File: config.mk
export PLATFORM = sky130hd
export DESIGN_NAME = toggle_stream_decoder_flat
export DESIGN_NICKNAME = d
export VERILOG_FILES = /design/src/rtl/toggle_stream_decoder_pkg.sv /design/src/rtl/toggle_stream_decoder_if.sv /design/src/rtl/toggle_stream_decoder_bitdec.sv /design/src/rtl/toggle_stream_decoder.sv /design/src/flat_wrapper.sv
export SDC_FILE = /design/constraint.sdc
export NUM_CORES = 1
export LEC_CHECK = 0
export BUFFER_PORTS_ARGS = -buffer_cell sky130_fd_sc_hd__buf_2
export CORE_MARGIN = 5
export CORE_UTILIZATION = 30
export CTS_CLUSTER_SIZE = 14
export DETAILED_ROUTE_END_ITERATION = 8
export GPL_ROUTABILITY_DRIVEN = 0
export PLACE_DENSITY_LB_ADDON = 0.25
export SYNTH_ARGS = -nofsm -noshare
export SYNTH_HDL_FRONTEND = slang
export SYNTH_SLANG_ARGS = --single-unit
File: constraint.sdc
create_clock -name clk -period 1.8 [get_ports clk]
set_input_delay 0.18 -clock clk [delete_from_list [all_inputs] [get_ports clk]]
set_output_delay 0.18 -clock clk [all_outputs]
set_load 0.03 [all_outputs]
File: src/rtl/toggle_stream_decoder_pkg.sv
// ---------------------------------------------------------------------------
// toggle_codec_pkg: shared types and default constants for the toggle line codec
// Revision: 1.0
// ---------------------------------------------------------------------------
`default_nettype none

package toggle_codec_pkg;

  typedef enum logic {
    HUNT = 1'b0,
    DATA = 1'b1
  } dec_state_t;

  localparam int         c_DEF_DATA_W   = 8;
  localparam int         c_DEF_SYNC_W   = 8;
  localparam logic [7:0] c_DEF_SYNC     = 8'hA5;
  localparam int         c_DEF_IDLE_LEN = 12;

endpackage

`default_nettype wire

File: src/rtl/toggle_stream_decoder_if.sv
// ---------------------------------------------------------------------------
// toggle_stream_decoder_if: line-sample input and word valid/ready output bundle
// Revision: 1.0
// ---------------------------------------------------------------------------
`default_nettype none

interface toggle_stream_decoder_if #(
  parameter int DATA_W = 8
);

  logic              bit_en;
  logic              line_in;
  logic [DATA_W-1:0] out_data;
  logic              out_valid;
  logic              out_ready;
  logic              frame_active;
  logic              overflow;

  modport master (
    input  bit_en,
    input  line_in,
    input  out_ready,
    output out_data,
    output out_valid,
    output frame_active,
    output overflow
  );

  modport slave (
    output bit_en,
    output line_in,
    output out_ready,
    input  out_data,
    input  out_valid,
    input  frame_active,
    input  overflow
  );

endinterface

`default_nettype wire

File: src/rtl/toggle_stream_decoder_bitdec.sv
// ---------------------------------------------------------------------------
// toggle_bit_decoder: recovers a bit as the XOR of consecutive line samples
// Revision: 1.0
// ---------------------------------------------------------------------------
`default_nettype none

module toggle_bit_decoder (
  input  wire  clk,
  input  wire  rst,
  input  wire  bit_en_i,
  input  wire  line_in_i,
  output logic bit_o,
  output logic bit_valid_o
);

  logic line_prev_q;

  // Reset level matches the encoder's idle line level.
  always_ff @(posedge clk or negedge rst) begin
    if (!rst) begin
      line_prev_q <= 1'b0;
    end else if (bit_en_i) begin
      line_prev_q <= line_in_i;
    end
  end

  assign bit_o       = line_in_i ^ line_prev_q;
  assign bit_valid_o = bit_en_i;

endmodule

`default_nettype wire

File: src/rtl/toggle_stream_decoder.sv
// ---------------------------------------------------------------------------
// toggle_stream_decoder: sync hunt, LSB-first word assembly and valid/ready output
// Revision: 1.0
// ---------------------------------------------------------------------------
`default_nettype none

module toggle_stream_decoder
  import toggle_codec_pkg::*;
#(
  parameter int                DATA_W   = c_DEF_DATA_W,
  parameter int                SYNC_W   = c_DEF_SYNC_W,
  parameter logic [SYNC_W-1:0] SYNC     = c_DEF_SYNC,
  parameter int                IDLE_LEN = c_DEF_IDLE_LEN
) (
  input wire                      clk,
  input wire                      rst,
  toggle_stream_decoder_if.master bus
);

  localparam int BIT_CNT_W  = $clog2(DATA_W + 1);
  localparam int IDLE_CNT_W = $clog2(IDLE_LEN + 1);
  localparam logic [BIT_CNT_W-1:0]  c_BIT_LAST = BIT_CNT_W'(DATA_W - 1);
  localparam logic [IDLE_CNT_W-1:0] c_IDLE_END = IDLE_CNT_W'(IDLE_LEN);

  logic w_bit;
  logic w_bit_valid;

  toggle_bit_decoder u_bitdec (
    .clk        (clk),
    .rst        (rst),
    .bit_en_i   (bus.bit_en),
    .line_in_i  (bus.line_in),
    .bit_o      (w_bit),
    .bit_valid_o(w_bit_valid)
  );

  dec_state_t              state_q;
  logic [SYNC_W-1:0]       sr_q;
  logic [SYNC_W-1:0]       sr_d;
  logic [DATA_W-1:0]       word_q;
  logic [DATA_W-1:0]       word_d;
  logic [BIT_CNT_W-1:0]    bit_cnt_q;
  logic [IDLE_CNT_W-1:0]   idle_q;
  logic [IDLE_CNT_W-1:0]   idle_d;
  logic [DATA_W-1:0]       out_data_q;
  logic                    out_valid_q;
  logic                    overflow_q;
  logic                    w_word_done;

  // New bits enter at the MSB so the first-received bit ends up in the LSB.
  always_comb begin
    sr_d        = {sr_q[SYNC_W-2:0], w_bit};
    word_d      = {w_bit, word_q[DATA_W-1:1]};
    idle_d      = idle_q;
    if (w_bit) begin
      idle_d = '0;
    end else if (idle_q != c_IDLE_END) begin
      idle_d = idle_q + 1'b1;
    end
    w_word_done = (bit_cnt_q == c_BIT_LAST);
  end

  always_ff @(posedge clk or negedge rst) begin
    if (!rst) begin
      state_q     <= HUNT;
      sr_q        <= '0;
      word_q      <= '0;
      bit_cnt_q   <= '0;
      idle_q      <= '0;
      out_data_q  <= '0;
      out_valid_q <= 1'b0;
      overflow_q  <= 1'b0;
    end else begin
      overflow_q <= 1'b0;
      if (out_valid_q && bus.out_ready) begin
        out_valid_q <= 1'b0;
      end
      if (w_bit_valid) begin
        case (state_q)
          HUNT: begin
            sr_q <= sr_d;
            if (sr_d == SYNC) begin
              state_q   <= DATA;
              bit_cnt_q <= '0;
              idle_q    <= '0;
            end
          end
          DATA: begin
            word_q <= word_d;
            idle_q <= idle_d;
            if (w_word_done) begin
              bit_cnt_q <= '0;
              if (out_valid_q && !bus.out_ready) begin
                overflow_q <= 1'b1;
              end else begin
                out_data_q  <= word_d;
                out_valid_q <= 1'b1;
              end
            end else begin
              bit_cnt_q <= bit_cnt_q + 1'b1;
            end
            // Word delivery above still happens when the frame ends on the same bit.
            if (idle_d == c_IDLE_END) begin
              state_q   <= HUNT;
              sr_q      <= '0;
              word_q    <= '0;
              bit_cnt_q <= '0;
              idle_q    <= '0;
            end
          end
          default: state_q <= HUNT;
        endcase
      end
    end
  end

  assign bus.out_data     = out_data_q;
  assign bus.out_valid    = out_valid_q;
  assign bus.frame_active = (state_q == DATA);
  assign bus.overflow     = overflow_q;

endmodule

`default_nettype wire

File: src/flat_wrapper.sv
// flat-port wrapper written by rule: the top's interface ports become plain ports
module toggle_stream_decoder_flat import toggle_codec_pkg::*;
#(
  parameter int                DATA_W   = c_DEF_DATA_W,
  parameter int                SYNC_W   = c_DEF_SYNC_W,
  parameter logic [SYNC_W-1:0] SYNC     = c_DEF_SYNC,
  parameter int                IDLE_LEN = c_DEF_IDLE_LEN
)
  (clk, rst, bus_bit_en, bus_line_in, bus_out_ready, bus_out_data, bus_out_valid, bus_frame_active, bus_overflow);
  toggle_stream_decoder_if #(.DATA_W(DATA_W)) bus_i ();
  input wire clk;
  input wire rst;
  input wire logic [$bits(bus_i.bit_en)-1:0] bus_bit_en;
  input wire logic [$bits(bus_i.line_in)-1:0] bus_line_in;
  input wire logic [$bits(bus_i.out_ready)-1:0] bus_out_ready;
  output wire logic [$bits(bus_i.out_data)-1:0] bus_out_data;
  output wire logic [$bits(bus_i.out_valid)-1:0] bus_out_valid;
  output wire logic [$bits(bus_i.frame_active)-1:0] bus_frame_active;
  output wire logic [$bits(bus_i.overflow)-1:0] bus_overflow;
  assign bus_i.bit_en = bus_bit_en;
  assign bus_i.line_in = bus_line_in;
  assign bus_i.out_ready = bus_out_ready;
  assign bus_out_data = bus_i.out_data;
  assign bus_out_valid = bus_i.out_valid;
  assign bus_frame_active = bus_i.frame_active;
  assign bus_overflow = bus_i.overflow;
  toggle_stream_decoder #(.DATA_W(DATA_W), .SYNC_W(SYNC_W), .SYNC(SYNC), .IDLE_LEN(IDLE_LEN)) u_core (.clk(clk), .rst(rst), .bus(bus_i));
endmodule
==> results of run 1 <==
[placed cells by master, fill, tap and decap left out, types with 2 or more instances in the layout]
| cell | netlist | layout |
|---|---|---|
| dfrtp_1 | 34 | 34 |
| nand2_1 | 24 | 23 |
| buf_4 | 0 | 21 |
| buf_2 | 2 | 15 |
| nor2_1 | 14 | 12 |
| a22o_1 | 9 | 9 |
| mux2_2 | 8 | 8 |
| a21oi_1 | 7 | 7 |
| o21ai_0 | 7 | 7 |
| clkbuf_8 | 0 | 5 |
| nor2b_1 | 4 | 3 |
| inv_2 | 0 | 2 |
| nand2b_1 | 3 | 2 |
| nand3_1 | 2 | 2 |
| clkinv_2 | 0 | 2 |
[per-stage QoR]
| stage | hold WS (ns) | setup TNS, ns | power, mW |
|---|---|---|---|
| 2_1_floorplan | -0.1156 | -0.002261 | 1.281 |
| 3_3_place_gp | 0.2885 | -1.117 | 1.473 |
| 3_5_place_dp | 0.2942 | -1.728 | 1.488 |
| 4_1_cts | 0.1839 | -0.1145 | 2.076 |
| 5_1_grt | 0.2031 | -1.098 | 2.199 |
| 6_report | 0.1863 | -0.1481 | 2.077 |
[kinds of logic after synthesis]
family          Yosys count  synth area share (%)
flops                    34                 54.88
fa+ha+maj                 3                 2.422
simple gates             54                 15.98
compound gates           32                 17.19
xor+xnor                  2                 2.341
buf+inv                   5                 1.372
mux                       8                 5.811
[report_power, final]
part,internal (mW),switching (mW)
logic,0.319,0.307
registers,0.843,0.0779
clock network,0.259,0.270
[cell usage after synthesis (2+ instances only)]
| cell type | number |
|---|---|
| nand3_1 | 2 |
| nand2_1 | 24 |
| nor2b_1 | 4 |
| mux2_2 | 8 |
| nand2b_1 | 3 |
| a22o_1 | 9 |
| buf_2 | 2 |
| ha_1 | 3 |
| o21ai_0 | 7 |
| nor3_1 | 2 |
| nor2_1 | 14 |
| dfrtp_1 | 34 |
| inv_1 | 2 |
| a21oi_1 | 7 |
[sequential cells by signal, summed over array words and instances, names as in the netlist]
name	flops
u_core.sr_q	7
u_core.bus.out_valid	1
u_core.bus.frame_active	1
u_core.idle_q	4
u_core.bus.overflow	1
u_core.u_bitdec.line_prev_q	1
u_core.bus.out_data	8
u_core.word_q	7
u_core.bit_cnt_q	4
[how the worst min path moves through the flow]
stage | start | to | slack [ns]
floorplan | rst | u_core.bit_cnt_q[0] | -0.12
global placement | rst | u_core.bus.out_valid | 0.29
detailed placement | rst | u_core.bus.out_valid | 0.29
CTS | bus_out_ready | u_core.bus.overflow | 0.18
global route | bus_out_ready | u_core.bus.overflow | 0.20
finish | bus_out_ready | u_core.bus.overflow | 0.19
[critical path, stage by stage (launching register included)]
cell,delay (ns)
dfrtp_1,0.42
inv_2,0.10
ha_4,0.15
nand2b_4,0.13
o211ai_4,0.10
o41ai_4,0.34
buf_4,0.20
nor2_4,0.04
a221o_1,0.29
[metal layers]
metal | wire, um | track usage (%) | part of all wire (%) | vias up
met1 | 1617 | 14.82 | 51 | 574
met5 | 0 | 0 | 0 | -
met2 | 1422 | 16.07 | 45 | 20
met3 | 133 | 3.399 | 4.2 | 3
li1 | - | - | - | 570
met4 | 20 | 2.990 | 0.63 | 0
[what timing repair did]
action | in CTS | in global routing
resized for setup | 4 | 4
endpoints found under the hold margin | 27 | 0
buffers inserted | 6 | 0
setup endpoints to repair | 11 | 17
hold buffers | 1 | 0
gates cloned | 0 | 0
pin swaps | 3 | 2
[final cells by class]
cell class | instances | share of cell area, %
flip-flops and latches | 34 | 42.08
multi-input cells | 99 | 36.32
repair buffers | 38 | 13.00
well taps | 70 | 4.332
clock buffers | 5 | 3.403
clock inverters | 2 | 0.4950
inverters | 2 | 0.3713
==> impl_metrics.tcl, run 1 <==
set metrics [dict create \
    status "complete, but fails checks" \
    violations "setup timing" \
    ys.flop_type "dfrtp_1" \
    critPathLaunch "u_core.idle_q[0]" \
    wl_per_cell_um 12.77 \
    stdcell_count 250 \
    critPathKind "reg2reg" \
    post-route-util_pct 39.84 \
    design_area_mm2 0.002022 \
    fin_ws_ns -0.07851 \
    area_delta_synth_final_pct 30.43 \
    yosys_warnings 0 \
    rsz0062_at_grt "yes" \
    grt_pass1_vias 1168 \
    rr_endpoint "u_core.bit_cnt_q[3]" \
    holdPathStages 3 \
    synth_seq_cells 34 \
    fin_worst_skew_ns 0.01336 \
    layout_min_cycle_time_ns 1.879 \
    clk_latency_ns 0.29 \
    ios 16 \
    port_buffers 15 \
    power_leakage_nw 0.9559 \
    vdd_drop_max_mv 0.6147 \
    setup.worst_path.end "u_core.bit_cnt_q[3]" \
    preCtsSetupSlack_ns -0.2204 \
    coreArea_mm2 0.005075 \
    yosys.area.top_type_share_pct 54.88 \
    reg2reg_from "u_core.idle_q[0]" \
    fin_crit_sh_pct 104.4 \
    htree_num_levels 2 \
    drt_iter0_drc 35 \
    cp.required_ns 1.97 \
    place_area_mm2 0.001861 \
    hpwlAfterDp_mm 2.281 \
    syn_inst 138 \
    synth_cell_type_count 31 \
    clk_pin_slew_ns 0.08 \
    postSynthNetCount 146 \
    cp.arrival_ns 2.04 \
    reg2reg_depth 8 \
    worstMarginPinSlew_ns 0.7575 \
    cts_root_buf "clkbuf_8" \
    cap_violations 0 \
    multi_input_area_um2 734.5 \
    start_util_pct 30.55 \
    fp-row-count 26 \
    wl_mm 3.193 \
    synth_top_cell_by_area "dfrtp_1" \
    crit_path_end_kind "flop" \
    vias_per_cell 4.668 \
    grt_max_degree 35 \
    grt_antenna_before_repair 0 \
    dr.pass1.iters 4 \
    slew_headroom_pct 49.50 \
    cts_inserted_buffers 5 \
    overflow 0 \
    fillers 542 \
    async_flop_share_pct 100.0 \
    drive_gt1_share_pct 38.33 \
    dp_cells 236 \
    synth_area_mm2 0.001550 \
    cts_tree "done" \
    cp-start-kind "flop" \
    nNetsFinal 188 \
    n_antenna_cell 0 \
    num_vias 1167 \
    fmax_ghz 0.5323 \
    power_density_mw_per_mm2 1027 \
    cts_buffer_depth 2 \
    finalSetupViolations 3 \
    r2r_setup_slack_ns -0.08 \
    grtUsageTotal_pct 10.72 \
    clkSinkCount 34 \
    dieArea_mm2 0.006705 \
    hold_viol 0 \
    die_w_um 81.89 \
    slew_viol_final 0 \
    drc 0 \
    regArea_um2 850.8 \
    drtAntennaViolNets 0 \
    path_max_fanout 5 \
    synth_area_leaders "dfrtp_1, mux2_2, nand2_1" \
    synth_edf_count 0 \
    hold_path_class "in2reg" \
    grt_pass1_wl_mm 5.499 \
    die_y_um 81.89 \
    ys_seq_area_share_pct 54.88 \
    synth_area_per_cell_um2 11.23 \
]
No activity file was read; power rests on OpenSTA's default activity.
==> run 2: changes to the inputs <==
Settings changed: TNS_END_PERCENT from default to 10.
==> impl_metrics.tcl, run 2 (same netlist as run 1, synthesis figures left out) <==
set metrics [dict create \
    drtAntennaViolNets 0 \
    cp.required_ns 1.97 \
    slew_headroom_pct 49.51 \
    grt_pass1_vias 1163 \
    clk_latency_ns 0.29 \
    power_density_mw_per_mm2 1025 \
    preCtsSetupSlack_ns -0.2204 \
    nNetsFinal 189 \
    post-route-util_pct 39.99 \
    grt_max_degree 35 \
    cts_root_buf "clkbuf_8" \
    fin_crit_sh_pct 105.3 \
    layout_common_cells "dfrtp_1, nand2_1, buf_4" \
    num_vias 1183 \
    coreArea_mm2 0.005075 \
    dr.pass1.iters 4 \
    layout_min_cycle_time_ns 1.896 \
    vias_per_cell 4.713 \
    grt_antenna_before_repair 0 \
    area_delta_synth_final_pct 30.91 \
    hold_viol 0 \
    die_y_um 81.89 \
    setup-tns-final_ns -0.4900 \
    cts_buffer_depth 2 \
    slew_viol_final 0 \
    cts_tree "done" \
    clkSinkCount 34 \
    cts_inserted_buffers 5 \
    cap_violations 0 \
    place_area_mm2 0.001861 \
    cp.arrival_ns 2.06 \
    fp-row-count 26 \
    port_buffers 15 \
    dieArea_mm2 0.006705 \
    ios 16 \
    worstMarginPinSlew_ns 0.7574 \
    start_util_pct 30.55 \
    dp_cells 236 \
    fin_worst_skew_ns 0.01314 \
    fin_ws_ns -0.09609 \
    htree_num_levels 2 \
    violations "setup timing" \
    hold_path_class "in2reg" \
    largest_reg_flops 8 \
    clk_pin_slew_ns 0.08 \
    wl_mm 3.216 \
    stdcell_count 251 \
    grtUsageTotal_pct 10.75 \
    vdd_drop_max_mv 0.6193 \
    power_leakage_nw 0.9599 \
    cp-start-kind "flop" \
    hold_slack_ns 0.1862 \
    crit_path_end_kind "flop" \
    final_common_cell "dfrtp_1" \
    hpwlAfterDp_mm 2.281 \
    design_area_mm2 0.002029 \
    finalSetupViolations 9 \
    overflow 0 \
    drive_gt1_share_pct 38.67 \
    die_w_um 81.89 \
    rsz0062_at_grt "yes" \
    drt_iter0_drc 38 \
    path_max_fanout 5 \
    n_antenna_cell 0 \
    drc 0 \
    wl_per_cell_um 12.81 \
    critPathKind "reg2reg" \
    grt_pass1_wl_mm 5.513 \
    status "complete, but fails checks" \
    fmax_ghz 0.5274 \
    power_mw 2.081 \
]
run 2: path summary, 6_finish.rpt:
| check | end | startpoint | slack, ns | cells after the start |
|---|---|---|---|---|
| worst max register to register | u_core.bit_cnt_q[3] | u_core.idle_q[1] | -0.1 | 8 |
| worst min-delay path | u_core.bus.overflow | bus_out_ready | 0.19 | 3 |
| max in group asynchronous | u_core.sr_q[5] | rst | 0.80 | 2 |
| min in group asynchronous | u_core.bit_cnt_q[1] | rst | 0.50 | 2 |
| worst min register to register | u_core.word_q[1] | u_core.word_q[1] | 0.49 | 2 |
| worst max-delay path | u_core.bit_cnt_q[3] | u_core.idle_q[1] | -0.1 | 8 |
run 2: area by class of cell:
| class | count | area (um2) |
|---|---|---|
| Fill cell | 543 | 3045 |
| Clock inverter | 2 | 10.01 |
| Tap cell | 70 | 87.58 |
| Clock buffer | 5 | 68.82 |
| Inverter | 2 | 7.507 |
| Timing Repair Buffer | 39 | 270.3 |
| Multi-Input combinational cell | 99 | 734.5 |
| Sequential cell | 34 | 850.8 |
run 2: timing repair:
| item | in CTS | in global routing |
|---|---|---|
| pin swaps | 3 | 5 |
| resized for setup | 3 | 5 |
| hold buffers | 1 | 0 |
| endpoints found under the setup margin | 11 | 17 |
| hold endpoints to repair | 27 | 0 |
| setup buffers | 5 | 2 |
run 2: report_power, final:
part	switching [mW]	total, mW	internal (mW)
clock	0.270	0.530	0.259
sequential	0.0778	0.921	0.843
combinational	0.308	0.630	0.323
run 2: per-layer routing:
metal	track usage [%]	wire length, um	share of wire [%]
met3	3.399	166	5.2
met1	14.96	1595	50
met2	15.99	1434	45
met5	0	0	0
met4	2.990	20	0.62
run 2: worst max-delay path, stage by stage, from the launching register on:
cell	delay (ns)
dfrtp_1	0.41
inv_2	0.09
ha_4	0.14
nand2b_4	0.12
o211ai_4	0.09
o41ai_4	0.35
buf_4	0.20
nor2_4	0.04
a221o_1	0.32
==> run 3: changes to the inputs <==
Settings changed: CELL_PAD_IN_SITES_DETAIL_PLACEMENT from default to 0, CELL_PAD_IN_SITES_GLOBAL_PLACEMENT from default to 1, CTS_BUF_LIST from default to sky130_fd_sc_hd__clkbuf_8.
==> impl_metrics.tcl, run 3 (same netlist as run 1, synthesis figures left out) <==
set metrics [dict create \
    cap_violations 0 \
    finalSetupViolations 10 \
    drive_gt1_share_pct 36.21 \
    drtAntennaViolNets 0 \
    reg2reg_from "u_core.idle_q[1]" \
    vias_per_cell 4.693 \
    drc 0 \
    grt_pass1_wl_mm 5.616 \
    wl_mm 3.323 \
    layout_min_cycle_time_ns 1.889 \
    critPathKind "reg2reg" \
    path_max_fanout 7 \
    hold_slack_ns -0.01890 \
    hold_path_class "in2async" \
    fin_ws_ns -0.08872 \
    path_cells "inv_2 > ha_4 > nand2b_4 > o211ai_4 > o41ai_4 > nand2_2 > a22o_1" \
    grt_max_degree 35 \
    slowest_delay_ns 0.48 \
    fp-row-count 26 \
    ios 16 \
    r2r_setup_slack_ns -0.09 \
    area_delta_synth_final_pct 25.83 \
    drt_iter0_drc 21 \
    post-route-util_pct 38.44 \
    dieArea_mm2 0.006705 \
    cp.arrival_ns 2.05 \
    fillers 529 \
    grt_pass1_vias 1172 \
    fin_crit_sh_pct 104.9 \
    grt_antenna_before_repair 0 \
    cp.required_ns 1.96 \
    port_buffers 15 \
    vdd_drop_max_mv 0.4581 \
    coreArea_mm2 0.005075 \
    final_common_cell "dfrtp_1" \
    num_vias 1145 \
    die_w_um 81.89 \
    critical_path.top_delay_family "compound AO/OA/AOI/OAI gates" \
    status "complete, but fails checks" \
    rr_endpoint "u_core.sr_q[3]" \
    cts_tree "done" \
    cts_inserted_buffers 5 \
    cts_buffer_depth 2 \
    hold_viol 34 \
    slew_viol_final 0 \
    cpMaxStageDelayCell "o41ai_4" \
    worstMarginPinSlew_ns 0.7779 \
    overflow 0 \
    grtUsageTotal_pct 11.09 \
    die_y_um 81.89 \
    ctsHoldBuffers 0 \
    wl_per_cell_um 13.62 \
    violations "hold timing, setup timing" \
    dr.pass1.iters 4 \
    clk_latency_ns 0.27 \
    cts_root_buf "clkbuf_8" \
    layout_common_cells "dfrtp_1, nand2_1, buf_4" \
    hpwlAfterDp_mm 2.452 \
    largest_reg_flops 8 \
    reg2reg_depth 7 \
    power_density_mw_per_mm2 1031 \
    power_leakage_nw 0.9221 \
    fin_worst_skew_ns 0.003927 \
    design_area_mm2 0.001951 \
    fmax_ghz 0.5295 \
    n_antenna_cell 0 \
    rsz0062_at_grt "yes" \
    critical_path_buf_inv_count 1 \
    slew_headroom_pct 48.14 \
    cp-start-kind "flop" \
    dp_cells 235 \
    clk_pin_slew_ns 0.07 \
    start_util_pct 30.55 \
    htree_num_levels 2 \
    stdcell_count 244 \
    nNetsFinal 182 \
    place_area_mm2 0.001841 \
    crit_path_end_kind "flop" \
    clkSinkCount 34 \
]
[run 3: cell types whose count changed in the layout (fill, tap and decap cells not counted), sizes merged]
cell         before  now
dlygate4sd3       1    0
buf              38   32
[run 3: stage by stage]
stage               total power [mW]  setup slack [ns]  hold WS (ns)  setup TNS, ns
floorplan                      1.281         -0.002261       -0.1156      -0.002261
global placement               1.446          -0.08696        0.2914        -0.7474
detailed placement             1.463           -0.1579        0.3057         -1.219
CTS                            2.027           -0.1167      0.001565        -0.8514
global route                   2.140           -0.2217       0.04977         -2.085
finish                         2.012          -0.08872      -0.01890        -0.6522
[run 3: per-layer routing]
layer | wire length (um) | track usage, %
met3 | 162 | 2.961
met1 | 1546 | 14.88
met2 | 1594 | 17.37
met4 | 20 | 3.488
met5 | 0 | 0
[run 3: worst max path at each step]
stage | cells past startpoint | slack (ns) | to | from
6_report | 7 | -0.09 | u_core.sr_q[3] | u_core.idle_q[1]
5_1_grt | 7 | -0.22 | u_core.sr_q[3] | u_core.idle_q[1]
4_1_cts | 6 | -0.12 | u_core.sr_q[3] | u_core.idle_q[0]
3_5_place_dp | 6 | -0.16 | u_core.sr_q[3] | u_core.idle_q[0]
3_3_place_gp | 6 | -0.09 | u_core.sr_q[6] | u_core.idle_q[0]
2_1_floorplan | 7 | -0.002 | u_core.bit_cnt_q[3] | u_core.idle_q[0]
[run 3: what timing repair did]
action / 4_1_cts / 5_1_grt
gates resized for setup: 3 / 4
setup buffers: 2 / 0
endpoints found under the setup margin: 10 / 14
pin swaps: 3 / 3
[run 3: worst reg2reg max path, cell delays in order (launching register included)]
cell      delay, ns
dfrtp_1        0.42
inv_2          0.09
ha_4           0.15
nand2b_4       0.13
o211ai_4       0.09
o41ai_4        0.48
nand2_2        0.19
a22o_1         0.22
[run 3: where the power goes]
group	internal, mW	switching, mW	leakage, nW
clock network	0.259	0.257	0.0438
logic	0.280	0.294	0.423
registers	0.844	0.0784	0.456
[run 3: area by class of cell]
type / instances / area [um2] / area share [%]
Clock inverter: 2 / 10.01 / 0.5131
Clock buffer: 5 / 68.82 / 3.528
Multi-Input combinational cell: 99 / 723.2 / 37.08
Timing Repair Buffer: 32 / 202.7 / 10.39
Sequential cell: 34 / 850.8 / 43.62
Tap cell: 70 / 87.58 / 4.490
Inverter: 2 / 7.507 / 0.3849
